File: config.mk
export PLATFORM = sky130hd
export DESIGN_NAME = seq_match_monitor
export DESIGN_NICKNAME = d
export VERILOG_FILES = /design/src/rtl/seq_mon_pkg.sv /design/src/rtl/seq_mon_sat_cnt.sv /design/src/rtl/seq_match_monitor.sv
export SDC_FILE = /design/constraint.sdc
export NUM_CORES = 1
export LEC_CHECK = 0
export BUFFER_PORTS_ARGS = -buffer_cell sky130_fd_sc_hd__buf_2
export CAP_MARGIN = 20
export CORE_MARGIN = 4
export CORE_UTILIZATION = 58
export CTS_BUF_LIST = sky130_fd_sc_hd__clkbuf_8 sky130_fd_sc_hd__clkbuf_16
export DETAILED_ROUTE_END_ITERATION = 8
export GPL_TIMING_DRIVEN = 0
export HOLD_SLACK_MARGIN = 0.12
export PLACE_DENSITY = 0.83
export SYNTH_ARGS = -nofsm -noshare
export SYNTH_HDL_FRONTEND = slang
export SYNTH_HIERARCHICAL = 1
export SYNTH_SLANG_ARGS = --single-unit
File: constraint.sdc
create_clock -name clk -period 4.4 [get_ports clk]
set_input_delay 0.22 -clock clk [delete_from_list [all_inputs] [get_ports clk]]
set_output_delay 0.22 -clock clk [all_outputs]
set_load 0.01 [all_outputs]
File: src/rtl/seq_mon_pkg.sv
// Shared definitions for the sequence-match rate monitor: FSM encoding,
// default widths and the saturating increment used by the detection counter.
package seq_mon_pkg;

  typedef enum logic {
    ST_IDLE  = 1'b0,
    ST_COUNT = 1'b1
  } state_t;

  localparam int DEF_WIN_W = 8;
  localparam int DEF_CNT_W = 6;

  // Increment v, sticking at the all-ones value of a w-bit counter.
  function automatic logic [31:0] sat_inc(input logic [31:0] v, input int unsigned w);
    logic [31:0] maxv;
    maxv = (32'd1 << w) - 32'd1;
    return (v >= maxv) ? maxv : v + 32'd1;
  endfunction

endpackage

File: src/rtl/seq_mon_sat_cnt.sv
// Saturating detection counter with synchronous clear; exposes the value it
// would hold after this cycle's increment so a window close can use it directly.
module seq_mon_sat_cnt
  import seq_mon_pkg::*;
#(
  parameter int CNT_W = DEF_CNT_W
) (
  input  logic             clk,
  input  logic             rst,
  input  logic             clr,
  input  logic             inc,
  output logic [CNT_W-1:0] cnt_nxt
);

  logic [CNT_W-1:0] cnt;

  always_comb begin
    cnt_nxt = cnt;
    if (inc) cnt_nxt = CNT_W'(sat_inc(32'(cnt), CNT_W));
  end

  always_ff @(posedge clk or negedge rst) begin
    if (!rst)     cnt <= '0;
    else if (clr) cnt <= '0;
    else          cnt <= cnt_nxt;
  end

endmodule

File: src/rtl/seq_match_monitor.sv
// Counts match pulses over a programmable window and publishes each window's
// count on a valid/ready port, with overrun tracking and a threshold alarm.
module seq_match_monitor
  import seq_mon_pkg::*;
#(
  parameter int WIN_W = DEF_WIN_W,
  parameter int CNT_W = DEF_CNT_W
) (
  input  logic             clk,
  input  logic             rst,
  input  logic             z,
  input  logic             en,
  input  logic [WIN_W-1:0] win_len,
  input  logic [CNT_W-1:0] thresh,
  output logic [CNT_W-1:0] res_count,
  output logic             res_valid,
  input  logic             res_ready,
  output logic             res_overrun,
  output logic             alarm
);

  state_t           state, state_nxt;
  logic [WIN_W-1:0] win_cnt;
  logic [WIN_W-1:0] win_load;
  logic [CNT_W-1:0] final_cnt;
  logic             counting;
  logic             close;
  logic             det_clr;
  logic             det_inc;

  always_ff @(posedge clk or negedge rst) begin
    if (!rst) state <= ST_IDLE;
    else      state <= state_nxt;
  end

  always_comb begin
    state_nxt = state;
    counting  = 1'b0;
    case (state)
      ST_IDLE:  if (en) state_nxt = ST_COUNT;
      ST_COUNT: begin
        if (en) counting  = 1'b1;
        else    state_nxt = ST_IDLE;
      end
      default:  state_nxt = ST_IDLE;
    endcase
  end

  // A zero window length behaves as a one-cycle window.
  assign win_load = (win_len == '0) ? WIN_W'(1) : win_len;
  assign close    = counting && (win_cnt == WIN_W'(1));
  assign det_inc  = counting && z;
  assign det_clr  = !counting || close;

  seq_mon_sat_cnt #(
    .CNT_W(CNT_W)
  ) u_det_cnt (
    .clk    (clk),
    .rst    (rst),
    .clr    (det_clr),
    .inc    (det_inc),
    .cnt_nxt(final_cnt)
  );

  always_ff @(posedge clk or negedge rst) begin
    if (!rst)                                    win_cnt <= '0;
    else if ((state == ST_IDLE && en) || close)  win_cnt <= win_load;
    else if (counting)                           win_cnt <= win_cnt - WIN_W'(1);
  end

  // A close outranks an accept on the same edge; overrun only if the old result was not taken.
  always_ff @(posedge clk or negedge rst) begin
    if (!rst) begin
      res_count   <= '0;
      res_valid   <= 1'b0;
      res_overrun <= 1'b0;
      alarm       <= 1'b0;
    end else begin
      alarm <= close && (thresh != '0) && (final_cnt >= thresh);
      if (close) begin
        res_count   <= final_cnt;
        res_valid   <= 1'b1;
        res_overrun <= res_valid && !res_ready;
      end else if (res_valid && res_ready) begin
        res_valid   <= 1'b0;
        res_overrun <= 1'b0;
      end
    end
  end

endmodule
== Yosys cells after proc, flatten, opt, wreduce, memory -nomap -nowiden ==
Index checks and enable logic that the tools add are counted.

* Register bits after elaboration: 24
* Bits in latches: 0
* Bits in writable memories: 0
* ROM bits: 0
* Input bits: 19
* Output and inout port bits: 9
* Word-level logic and storage cells: 39
* Memories: 0

* Add/subtract/negate cells: 2
* Multiply operators: 0
* Divide/modulo/power cells: 0
* $lt $le $gt $ge: 2
* Eq/ne operators: 1
* Shift operators: 0
* Multiplexer cells: 11
* Bitwise logic cells: 1
* Reductions and logical operators: 15

{| class="wikitable"
|+ Operators with widths
! kind !! count
|-
| 2-to-1 mux 8 bit || 3
|-
| 2-to-1 mux 6 bit || 3
|-
| == test 8 x 1 -> 1 bit (second input constant) || 1
|-
| logical NOT 8 bit || 1
|-
| subtractor 8 x 1 -> 8 bit (second input constant) || 1
|-
| logical AND 1 bit || 7
|-
| adder 6 x 1 -> 6 bit (second input constant) || 1
|-
| >= comparator 6 bit || 1
|-
| >= comparator 6 bit (second input constant) || 1
|-
| nonzero test 6 bit || 1
|-
| 2-to-1 mux 1 bit || 5
|-
| nonzero test 2 bit || 2
|-
| logical NOT 1 bit || 2
|-
| logical OR 1 bit || 2
|-
| inverter 1 bit || 1
|}

== Logic depth before layout (Yosys ltp) ==
Gate-level depths: netlist of the first run.

* Depth after elaboration: 6
* Gate-level depth with buffers: 11
* Mapped depth without buffers: 10

== By module ==
The synthesis of the first run kept the hierarchy.

{| class="wikitable"
|+ Modules (own cells, without submodules)
! module !! times used !! cells each !! area each (µm²) !! sequential area each (µm²)
|-
| seq_match_monitor || 1 || 108 || 1,056.0 || 450.4
|-
| seq_mon_sat_cnt || 1 || 35 || 347.8 || 150.1
|}

== Worst setup path after synthesis of the first run ==
OpenSTA, ideal clock, no wires.

* Kind: register -> register
* From: reg state
* To: reg alarm
* Library setup time: 0.104 ns
* Data arrival time: 1.963 ns
* Data required time: 4.296 ns
* Path slack: 2.332 ns
* Cell stages (with the launch flop): 9
* Path buffers: 0
* Period minus slack after synthesis: 2.068 ns
* Cell sequence: dfrtp_1 > and3_1 > and3_4 > nor3_1 > nor2_1 > ha_1 > o2111ai_1 > a21o_1 > a221oi_1

* Longest elaborated chain between the ends: 5
* Elaborated cells between the ends (all ways): 7
* Classes of those cells: order compare (1); mux (2); reduce/logical (4)

{| class="wikitable"
|+ Ends and longest elaborated chain
! element !! line !! RTL
|-
| from (decl) || seq_match_monitor.sv:22 || <nowiki>state_t state, state_nxt;</nowiki>
|-
| from (signal assigned) || seq_match_monitor.sv:33 || <nowiki>else state <= state_nxt;</nowiki>
|-
| 2-to-1 mux 1 bit || seq_match_monitor.sv:39 || <nowiki>case (state)</nowiki>
|-
| logical AND 1 bit || seq_match_monitor.sv:52 || <nowiki>assign det_inc = counting && z;</nowiki>
|-
| net det_inc || seq_match_monitor.sv:29 || <nowiki>logic det_inc;</nowiki>
|-
| 2-to-1 mux 6 bit || seq_mon_sat_cnt.sv:19 || <nowiki>if (inc) cnt_nxt = CNT_W'(sat_inc(32'(cnt), CNT_W));</nowiki>
|-
| net final_cnt[5] || seq_match_monitor.sv:25 || <nowiki>logic [CNT_W-1:0] final_cnt;</nowiki>
|-
| >= comparator 6 bit || seq_match_monitor.sv:79 || <nowiki>alarm <= close && (thresh != '0) && (final_cnt >= thresh);</nowiki>
|-
| logical AND 1 bit || seq_match_monitor.sv:79 ||
|-
| to (signal assigned) || seq_match_monitor.sv:79 ||
|-
| to (decl) || seq_match_monitor.sv:19 || <nowiki>output logic alarm</nowiki>
|}

The timed path passes the listed nets, and every way through them passes these cells.
A chain may end at the register's enable or synchronous reset.

== Worst setup path in the final report of the first run ==
* From: in en
* To: reg alarm

* Longest elaborated chain between the ends: 6
* Elaborated cells between the ends (all ways): 8
* Classes of those cells: order compare (1); mux (3); reduce/logical (4)

{| class="wikitable"
|+ Ends and longest elaborated chain
! element !! line !! RTL
|-
| from (decl) || seq_match_monitor.sv:12 || <nowiki>input logic en,</nowiki>
|-
| 2-to-1 mux 1 bit || seq_match_monitor.sv:42 || <nowiki>if (en) counting = 1'b1;</nowiki>
|-
| 2-to-1 mux 1 bit || seq_match_monitor.sv:39 ||
|-
| logical AND 1 bit || seq_match_monitor.sv:52 ||
|-
| net det_inc || seq_match_monitor.sv:29 ||
|-
| 2-to-1 mux 6 bit || seq_mon_sat_cnt.sv:19 ||
|-
| net final_cnt[5] || seq_match_monitor.sv:25 ||
|-
| >= comparator 6 bit || seq_match_monitor.sv:79 ||
|-
| logical AND 1 bit || seq_match_monitor.sv:79 ||
|}

The timed path passes the listed nets, and every way through them passes these cells.

==> impl_results.md, run 1 <==
* Status: complete, no violations
* Post-route ant nets at 0
* Critical Path AT at 2.89 ns
* Dominant cell type by area after synthesis: dfrtp_1
* Die width at 57.20 microns
* Hold path startpoint: res_ready
* Most common cell in the netlist: dfrtp_1
* Synth Area in XOR/XNOR at 1.872%
* PostCTS Resize Cnt at 0
* Placer Congestion at 0.8805
* Rel. slew slack at 64.79%
* Max-cap violations at 0
* Fin crit share at 61.99%
* Most frequent cells after synthesis: 24 x dfrtp_1, 17 x inv_1, 14 x a21oi_1, 12 x nand2_1, 9 x ha_1
* DR iter-0 viols at 44
* Gr ovfl total at 0
* Crit-path max FO at 9
* Top_reg_cell synth: dfrtp_1
* Critical Path RT at 4.57 ns
* Core ar. at 0.002255 sq mm
* Htree depth at 1
* Post-Syn Area at 0.001404 sq mm
* Yosys warning count at 6
* TritonCTS Buffers at 3
* Lkg Pwr at 0.0008781 uW
* Area share of the largest cell type after synthesis at 42.78%
* Post-synthesis compound-gate area fraction at 17.47%
* Vias/cell at 5.843
* Crit path kind: primary input to flop
* Initial antenna violation count at 0
* Total Routed Length at 3030 microns
* Clk_lat worst skew at 0.26 ns
* # setup viols final at 0
* RSZ-0062 raised after global routing: no
* Layout cell share with drive strength beyond 1 at 26.70%
* Clk sink count at 24
* Final std cells w/o fill at 204
* Largest net degree at the start of global routing at 25
* Total number of vias at 1,192
* Io pins at 28
* Fin. Hold Viols at 0
* Setup crit end kind: flop
* HPWL Detailed at 2385 microns
* Largest family of logic cells by synthesized area: simple AND/OR/NAND/NOR gates
* Post-synth cell types at 43
* GRT Total Usage at 20.37%
* Inst Count DP at 198
* Clock skew at 0.003646 ns
* Setup TNS at 0 ns
* Simple-gate share of the synthesized area at 19.25%
* Vias in the first global route at 1,208
* Antenna cells at 0
* Ys async rst share at 100.0%
* TritonRoute pass-1 iters at 5
* Worst Tran Pin Value at 0.5282 ns
* Cells after Synth at 143
* Sequential area share after synthesis at 42.78%
* Synth Area in Adders at 8.021%
* Fmax at 0.3666 GHz
* Clock transition at path regs at 0.09 ns
* Cell mode on critical path: buf_2
* Row cnt at 17
* Nets@finish at 205
* EDFF count, synth at 0
* CTS max path bufs at 2
* Slew Limit Fails at 0
* Global-route wire length before repair at 5299 microns
* Post-synthesis mux area share at 5.437%
* WL per Instance at 14.85 microns
* Number of remaining DRC errors at 0
* Initial Util at 62.26%
* Slowest stage cell, crit path: dlygate4sd3_1
* Ranking of synthesized cells by area: dfrtp_1 43%, ha_1 8.0%, a21oi_1 5.0%
* Worst Setup Start Kind: primary input
* Net count after synthesis at 171
* Post-Syn Area per Cell at 9.817 sq um
* Largest stage delay on the critical path at 0.52 ns
* Die area at 0.003271 sq mm
* Post-synthesis register bit count at 24
* Critical Path Start: en
* IO Port Bufs at 27
* Root Driver: clkbuf_8
* Min cycle time layout at 2.728 ns
* Layout area overhead at 17.47%
* Worst-path cell chain: dlygate4sd3_1, buf_2, buf_2, and3_1, nand4_1, nor3_1, nor2_1, ha_1, o2111ai_1, a21o_1, a221oi_1
* CTS tree: built
* Worst hold path class: primary input to flop
* Peak VDD IR at 0.0002293 V
* Critical R2R Launch: state
* Height of the chip at 57.20 microns
* PD cells at 283.0 mW/mm^2
==> final timing paths <==
check,endpoint,slack (ns),depth (start not counted)
worst min register to register,res_count[0],0.48,2
worst min-delay path,res_overrun,0.13,2
max in group asynchronous,u_det_cnt/cnt[5],3.59,2
min in group asynchronous,u_det_cnt/cnt[4],0.46,2
worst max-delay path,alarm,1.67,11
worst max register to register,alarm,2.05,8
==> what timing repair did <==
item | 4_1_cts | 5_1_grt
setup buffers | 0 | 0
hold buffers | 2 | 0
endpoints found under the hold margin | 25 | 0
==> sequential cells by signal, summed over array words and instances (netlist names) <==
name           count
win_cnt            8
res_overrun        1
u_det_cnt/cnt      6
alarm              1
res_valid          1
res_count          6
state              1
==> where the power goes <==
part	switching [uW]	internal, uW	leakage (uW)
Clock	70.5	79.9	0.0000288
Sequential	16.0	232	0.000315
Combinational	38.0	30.4	0.000534
==> area by class of cell <==
type                            count  area, sq um
Fill cell                         172        605.6
Clock buffer                        4        55.05
Multi-Input combinational cell    100        730.7
Timing Repair Buffer               29        155.1
Tap cell                           28        35.03
Buffer                              1        5.005
Inverter                           18        67.56
Sequential cell                    24        600.6
==> worst max-delay path: cells and delay by family <==
kind	cells	cell delay, ns
adder cells (fa/ha/maj)	1	0.32
buffers and inverters	3	0.81
AO/OA/AOI/OAI	3	0.56
AND/OR/NAND/NOR	4	0.98
==> cell usage in the layout, fill, tap and decap left out, types with 2 or more instances in the layout <==
| cell type | Yosys | routed |
|---|---|---|
| a21o_1 | 2 | 2 |
| a21oi_1 | 14 | 14 |
| a221oi_1 | 3 | 3 |
| buf_2 | 1 | 28 |
| clkbuf_8 | 0 | 4 |
| dfrtp_1 | 24 | 24 |
| dlygate4sd3_1 | 0 | 2 |
| ha_1 | 9 | 9 |
| inv_1 | 17 | 17 |
| mux2_2 | 5 | 5 |
| mux2i_1 | 2 | 2 |
| nand2_1 | 12 | 12 |
| nand4_1 | 3 | 3 |
| nor2_1 | 8 | 8 |
| nor2b_1 | 2 | 2 |
| nor3_1 | 4 | 4 |
| nor4_1 | 2 | 2 |
| o211ai_1 | 2 | 2 |
| o21ai_0 | 5 | 5 |
| or3_1 | 2 | 2 |
| xnor2_1 | 2 | 2 |
==> layer usage <==
| metal | vias to the layer above | global-route usage (%) | routed length [microns] | share of wire [%] |
|---|---|---|---|---|
| li1 | 583 | - | - | - |
| met1 | 569 | 23.97 | 1260 | 42 |
| met2 | 30 | 36.05 | 1574 | 52 |
| met3 | 10 | 2.941 | 105 | 3.5 |
| met4 | 0 | 9.934 | 89 | 2.9 |
| met5 | - | 0 | 0 | 0 |
==> per-stage QoR <==
| stage | setup WS, ns | cell area, sq um | hold slack, ns | total power (uW) | util (%) |
|---|---|---|---|---|---|
| floorplan | 2.332 | 1404 | -0.07559 | 292.1 | - |
| global placement | 2.049 | 1574 | 0.2309 | 315.1 | 69.81 |
| detailed placement | 1.949 | 1574 | 0.2331 | 319.1 | 69.81 |
| CTS | 1.691 | 1649 | 0.1275 | 469.6 | 73.14 |
| global route | 1.487 | 1649 | 0.1368 | 492.5 | 73.14 |
| finish | 1.672 | 1649 | 0.1319 | 466.8 | 73.14 |
==> cells by family after synthesis <==
group,after synthesis
flops,24
fa+ha+maj,9
buf+inv,19
compound gates,37
mux,7
simple gates,44
xor+xnor,3
(Power assumes the default switching activity.)
==> run 2: changes to the inputs <==
ABC_AREA = 1   (was not set)
CORE_UTILIZATION = 50   (was 58)
PLACE_DENSITY = 0.76   (was 0.83)
clock period = 2.2 ns   (was 4.4 ns; I/O delays follow)
==> impl_results.md, run 2 <==
* Commonest non-fill, non-tap cell in the layout: nand2_1
* Dominant cell type by area after synthesis: dfrtp_1
* Number of remaining DRC errors at 0 (unchanged)
* Critical R2R Launch: state
* Cell mode on critical path: nand2_1
* Final std cells w/o fill at 279 (+37%)
* Slew Limit Fails at 0 (unchanged)
* Vias/cell at 4.892 (-16%)
* GRT Total Usage at 16.69% (-3.7 points)
* Post-synthesis register bit count at 24 (unchanged)
* Global-route wire length before repair at 5451 microns (+2.9%)
* Slowest stage cell, crit path: dfrtp_1
* Layout area overhead at 21.88%
* IO Port Bufs at 27 (unchanged)
* Crit-path max FO at 8 (-1)
* Largest net degree at the start of global routing at 25 (unchanged)
* Layout cell share with drive strength beyond 1 at 24.19% (-2.5 points)
* PD cells at 501.0 mW/mm^2 (+77%)
* Largest register by flop count: win_cnt
* Status: complete, no violations
* Post-route ant nets at 0 (unchanged)
* Critical path's top delay family: simple AND/OR/NAND/NOR gates
* Reg-to-reg setup timing slack at 0.18 ns (-1.87 ns)
* Antenna cells at 0 (unchanged)
* Top_reg_cell synth: dfrtp_1
* Fillcell total at 265 (+54%)
* Total number of vias at 1,365 (+15%)
* Vias in the first global route at 1,267 (+4.9%)
* EDFF count, synth at 0 (unchanged)
* Footprint of the multi-input gates at 825.8 sq um (+13%)
* Most frequent cells after synthesis: 70 x nand2_1, 24 x dfrtp_1, 23 x inv_1, 23 x nor2_1, 13 x nand3_1
* Io pins at 28 (unchanged)
* Root Driver: clkbuf_8
* Worst Hold Path Cells at 3 (+1)
* Setup crit end kind: flop
* Post-Syn Area per Cell at 7.495 sq um (-24%)
* Core ar. at 0.002853 sq mm (+27%)
* TritonRoute pass-1 iters at 4 (-1)
* TritonCTS Buffers at 3 (unchanged)
* Clk_lat worst skew at 0.26 ns (about the same)
* Most common cell in the netlist: nand2_1
* Initial antenna violation count at 0 (unchanged)
* CTS max path bufs at 2 (unchanged)
* Row cnt at 19 (+2)
* Post-synth cell types at 25 (-42%)
* Area share of the largest cell type after synthesis at 38.90% (-3.9 points)
* Worst hold path class: primary input to flop
* Yosys warning count at 6 (unchanged)
* Worst Tran Pin Value at 0.5271 ns (-0.001049 ns)
* Buf+Inv Stages, Crit Path at 3 (unchanged)
* Initial Util at 54.12% (-8.1 points)
* Max reg flops at 8 (unchanged)
* Worst Hold End: alarm
* Gr ovfl total at 0 (unchanged)
* Height of the chip at 63.57 microns (+11%)
* Worst-case reg-to-reg path depth at 13 (+5)
* Ys async rst share at 100.0% (unchanged)
* Nets@finish at 278 (+36%)
* Lkg Pwr at 0.001072 uW (+22%)
* Core Util, Final at 65.96% (-7.2 points)
* Die width at 63.57 microns (+11%)
* Post-Syn Area at 0.001544 sq mm (+10%)
* Hold path startpoint: thresh[3]
* Min cycle time layout at 2.015 ns
* Fin. Hold Viols at 0 (unchanged)
* Critical Path AT at 2.17 ns (-0.72 ns)
* Placer Congestion at 0.8311 (-5.6%)
* WL per Instance at 11.39 microns (-23%)
* Max-cap violations at 0 (unchanged)
* Critical Path RT at 2.35 ns (-2.22 ns)
* Peak VDD IR at 0.0003430 V (+50%)
* Rel. slew slack at 64.86% (+0.070 points)
* Crit path kind: flop to flop
* Die area at 0.004041 sq mm (+24%)
* Largest regs: win_cnt (8), res_count (6), u_det_cnt/cnt (6)
* Inst Count DP at 264 (+33%)
* Largest stage delay on the critical path at 0.37 ns (-0.15 ns)
* Worst-path cell chain: nand2_2, nor2_4, buf_4, nand3_2, inv_2, nand3_4, nand2_1, inv_1, ha_1, o21ai_0, nand2_1, a21oi_1, nor2_1
* Net count after synthesis at 234 (+37%)
* Worst Setup Start Kind: flop
* Clk sink count at 24 (unchanged)
* DR iter-0 viols at 23 (-48%)
* # setup viols final at 0 (unchanged)
* Sequential area share after synthesis at 38.90% (-3.9 points)
* Most frequent cells in the layout: 69 x nand2_1, 27 x buf_2, 24 x dfrtp_1
* Clock transition at path regs at 0.08 ns (about the same)
* Seq. cell area at 600.6 sq um (unchanged)
* CTS tree: built
* Total Routed Length at 3179 microns (+4.9%)
* Fin crit share at 91.59%
* Ranking of synthesized cells by area: dfrtp_1 39%, nand2_1 17%, ha_1 7.3%
* Reg-to-reg endpoint: alarm
* Clock skew at 0.001680 ns (-0.001966 ns)
* Fmax at 0.4963 GHz
* HPWL Detailed at 2365 microns (-0.84%)
* Cells after Synth at 206 (+44%)
* Htree depth at 1 (unchanged)
[run 2: cell count changes in the layout (fill, tap and decap cells not counted), moves of 5 or more]
cell / delta
nor2_1: +14
inv_1: +6
inv_2: +7
nand2_1: +57
mux2_2: -5
dlygate4sd3_1: +7
nand3_1: +12
a21oi_1: -7
[run 2: per-layer routing]
| layer | track usage (%) | part of all wire (%) | vias to the layer above |
|---|---|---|---|
| met2 | 27.77 | 48 | 15 |
| met3 | 2.309 | 2.2 | 4 |
| li1 | - | - | 729 |
| met4 | 4.313 | 0.91 | 0 |
| met1 | 22.67 | 49 | 617 |
| met5 | 0 | 0 | - |
[run 2: worst max-delay path by stage]
stage           from     to  slack (ns)  cells past startpoint
3_3_place_gp   state  alarm       -0.02                     12
3_5_place_dp   state  alarm       -0.05                     12
4_1_cts        state  alarm        0.05                     12
6_report       state  alarm        0.18                     13
2_1_floorplan  state  alarm        0.25                     12
5_1_grt        state  alarm      -0.002                     12
[run 2: logic make-up (layout without fill, tap and decap cells)]
| family | count (synthesis) | after routing | synth area share, % |
|---|---|---|---|
| compound gates | 17 | 17 | 7.132 |
| buf+inv | 32 | 74 | 8.266 |
| fa+ha+maj | 9 | 9 | 7.293 |
| flops | 24 | 24 | 38.90 |
| xor+xnor | 5 | 5 | 2.836 |
| simple gates | 119 | 119 | 35.57 |
[run 2: final cells by class]
type | count | share of cell area (%)
buffer | 1 | 0.5984
clock buffer | 3 | 2.194
inverter | 31 | 6.184
multi-input combinational | 150 | 43.88
sequential | 24 | 31.91
tap | 31 | 2.061
timing repair buffer | 39 | 13.16
[run 2: timing repair]
item / 4_1_cts / 5_1_grt
hold buffers: 9 / 0
pin swaps: 0 / 1
buffers inserted: 0 / 3
hold endpoints to repair: 32 / 0
gates resized for setup: 1 / 2
endpoints found under the setup margin: 1 / 1
[run 2: stage by stage]
| step | total power, uW | instance area [sq um] | setup WS (ns) | hold slack [ns] | setup TNS [ns] |
|---|---|---|---|---|---|
| 2_1_floorplan | 622.9 | 1544 | 0.2458 | -0.1856 | 0 |
| 3_3_place_gp | 672.2 | 1718 | -0.02009 | 0.1165 | -0.02009 |
| 3_5_place_dp | 677.1 | 1718 | -0.05085 | 0.1196 | -0.05085 |
| 4_1_cts | 943.7 | 1852 | 0.05177 | 0.1252 | 0 |
| 5_1_grt | 1003 | 1882 | -0.001791 | 0.1463 | -0.001791 |
| 6_report | 942.7 | 1882 | 0.1850 | 0.1285 | 0 |
[run 2: worst min-delay path, delay by kind of cell]
family          cells  cell delay [ns]
simple gates        1             0.08
buf+inv             1             0.09
compound gates      1             0.07
[run 2: power breakdown]
part           total [uW]  leakage [uW]  switching, uW  internal [uW]
clock                 256     0.0000216            133            122
sequential            487      0.000315           21.5            466
combinational         200      0.000736            122           78.0
==> run 3: changes to the inputs <==
CORE_ASPECT_RATIO = 1.25   (was not set)
==> impl_results.md, run 3 (synthesis gave the netlist of run 2 again) <==
* Status: complete, no violations
* Total Routed Length at 3267 microns (+2.8%)
* Worst Hold Slack at 0.1250 ns (-0.003489 ns)
* Vias in the first global route at 1,346 (+6.2%)
* Worst Setup Start Kind: flop
* TritonCTS Buffers at 3 (unchanged)
* Clock skew at 0.005516 ns (+0.003836 ns)
* GRT Total Usage at 17.55% (+0.86 points)
* Peak VDD IR at 0.0003662 V (+6.8%)
* Row cnt at 22 (+3)
* Largest register by flop count: win_cnt
* Die width at 57.70 microns (-9.2%)
* Critical Path AT at 2.20 ns (+0.03 ns)
* Clk sink count at 24 (unchanged)
* Rel. slew slack at 62.32% (-2.5 points)
* Setup crit end kind: flop
* Commonest non-fill, non-tap cell in the layout: nand2_1
* Placer Congestion at 0.7864 (-5.4%)
* Height of the chip at 70.13 microns (+10%)
* Critical path's top delay family: simple AND/OR/NAND/NOR gates
* Gr ovfl total at 0 (unchanged)
* Htree depth at 1 (unchanged)
* Placed cell area at 0.001724 sq mm (+0.36%)
* IO Port Bufs at 27 (unchanged)
* Most frequent cells in the layout: 67 x nand2_1, 27 x buf_2, 24 x dfrtp_1
* Root Driver: clkbuf_8
* Layout cell share with drive strength beyond 1 at 24.50% (+0.30 points)
* # setup viols final at 0 (unchanged)
* CTS max path bufs at 2 (unchanged)
* DR iter-0 viols at 43 (+87%)
* Worst Tran Pin Value at 0.5651 ns (+0.03799 ns)
* Clk_lat worst skew at 0.27 ns (about the same)
* Inst Count DP at 269 (+1.9%)
* Total number of vias at 1,382 (+1.2%)
* Final instance area at 0.001912 sq mm (+1.6%)
* Max reg flops at 8 (unchanged)
* CTS tree: built
* Buf+Inv Stages, Crit Path at 1 (-2)
* Largest regs: win_cnt (8), res_count (6), u_det_cnt/cnt (6)
* Largest stage delay on the critical path at 0.40 ns (+0.03 ns)
* TritonRoute pass-1 iters at 4 (unchanged)
* Max-cap violations at 0 (unchanged)
* Initial Util at 52.42% (-1.7 points)
* Worst-path cell chain: nand2_2, nor2_4, nand2_1, nor2_2, nand3_1, nand2_2, inv_1, ha_1, a21oi_1, o21ai_0, a21oi_1, nor2_1
* Core ar. at 0.002945 sq mm (+3.2%)
* Die area at 0.004047 sq mm (+0.13%)
* Global-route wire length before repair at 5623 microns (+3.2%)
* Min cycle time layout at 2.038 ns (+0.02343 ns)
* Fin crit share at 92.66% (+1.1 points)
* Slew Limit Fails at 0 (unchanged)
* Antenna cells at 0 (unchanged)
* Core Util, Final at 64.91% (-1.1 points)
* Worst hold path class: primary input to flop
* Fmax at 0.4906 GHz (-1.1%)
* Slowest stage cell, crit path: dfrtp_1
* Lkg Pwr at 0.001075 uW (+0.24%)
* Critical Path RT at 2.36 ns (about the same)
* Crit path kind: flop to flop
* Post-route ant nets at 0 (unchanged)
* Layout area overhead at 23.82%
* Number of remaining DRC errors at 0 (unchanged)
* PD cells at 517.7 mW/mm^2 (+3.3%)
* Largest net degree at the start of global routing at 25 (unchanged)
* WL per Instance at 11.46 microns (+0.60%)
* Clock transition at path regs at 0.09 ns (about the same)
* Fin. Hold Viols at 0 (unchanged)
* Nets@finish at 278 (unchanged)
* Vias/cell at 4.849 (-0.89%)
* Fillcell total at 264 (-0.38%)
* HPWL Detailed at 2385 microns (+0.82%)
* Initial antenna violation count at 0 (unchanged)
* Crit-path max FO at 4 (-4)
* Setup TNS at 0 ns (unchanged)
* Final std cells w/o fill at 285 (+2.2%)
* Io pins at 28 (unchanged)
## run 3: where the power goes
| group | internal, uW | switching, uW |
|---|---|---|
| clock | 160 | 145 |
| sequential | 466 | 21.3 |
| combinational | 77.5 | 120 |
## run 3: area by class of cell
type | count | area (sq um) | area share [%]
buffer | 1 | 11.26 | 0.5890
tap | 36 | 45.04 | 2.356
timing repair buffer | 39 | 252.7 | 13.22
inverter | 31 | 116.4 | 6.086
multi-input combinational | 150 | 830.8 | 43.46
sequential | 24 | 600.6 | 31.41
clock buffer | 4 | 55.05 | 2.880
## run 3: metrics by stage
step                      worst slack, ns  total power, uW
after CTS                         0.05878            996.4
after global routing             -0.04383             1046
after floorplan                    0.2458            622.9
final                              0.1615            989.8
after global placement           -0.02652            674.2
after detailed placement         -0.05111            678.6
## run 3: timing repair
item	4_1_cts	5_1_grt
setup endpoints to repair	1	1
endpoints found under the hold margin	33	0
pin swaps	0	3
gates resized for setup	1	4
hold buffers	11	0
setup buffers	0	1
## run 3: final timing paths
kind	cells past startpoint	start	slack [ns]	to
min in group asynchronous	2	rst	0.35	win_cnt[7]
min reg2reg	2	res_count[1]	0.47	res_count[1]
max	12	state	0.16	alarm
max in group asynchronous	2	rst	1.46	res_count[2]
max reg2reg	12	state	0.16	alarm
min	4	res_ready	0.13	res_valid
## run 3: per-layer routing
layer	vias up	share of wire, %	track usage (%)	wire (microns)
li1	717	-	-	-
met1	631	42	21.25	1387
met2	29	53	30.90	1739
met3	5	2.9	2.218	94
met4	0	1.4	6.443	45
met5	-	0	0	0
## run 3: worst reg2reg max path: stages (launching register included)
cell     delay (ns)
dfrtp_1        0.40
nand2_2        0.12
nor2_4         0.16
nand2_1        0.12
nor2_2         0.18
nand3_1        0.11
nand2_2        0.10
inv_1          0.06
ha_1           0.29
a21oi_1        0.12
o21ai_0        0.10
a21oi_1        0.12
nor2_1         0.06
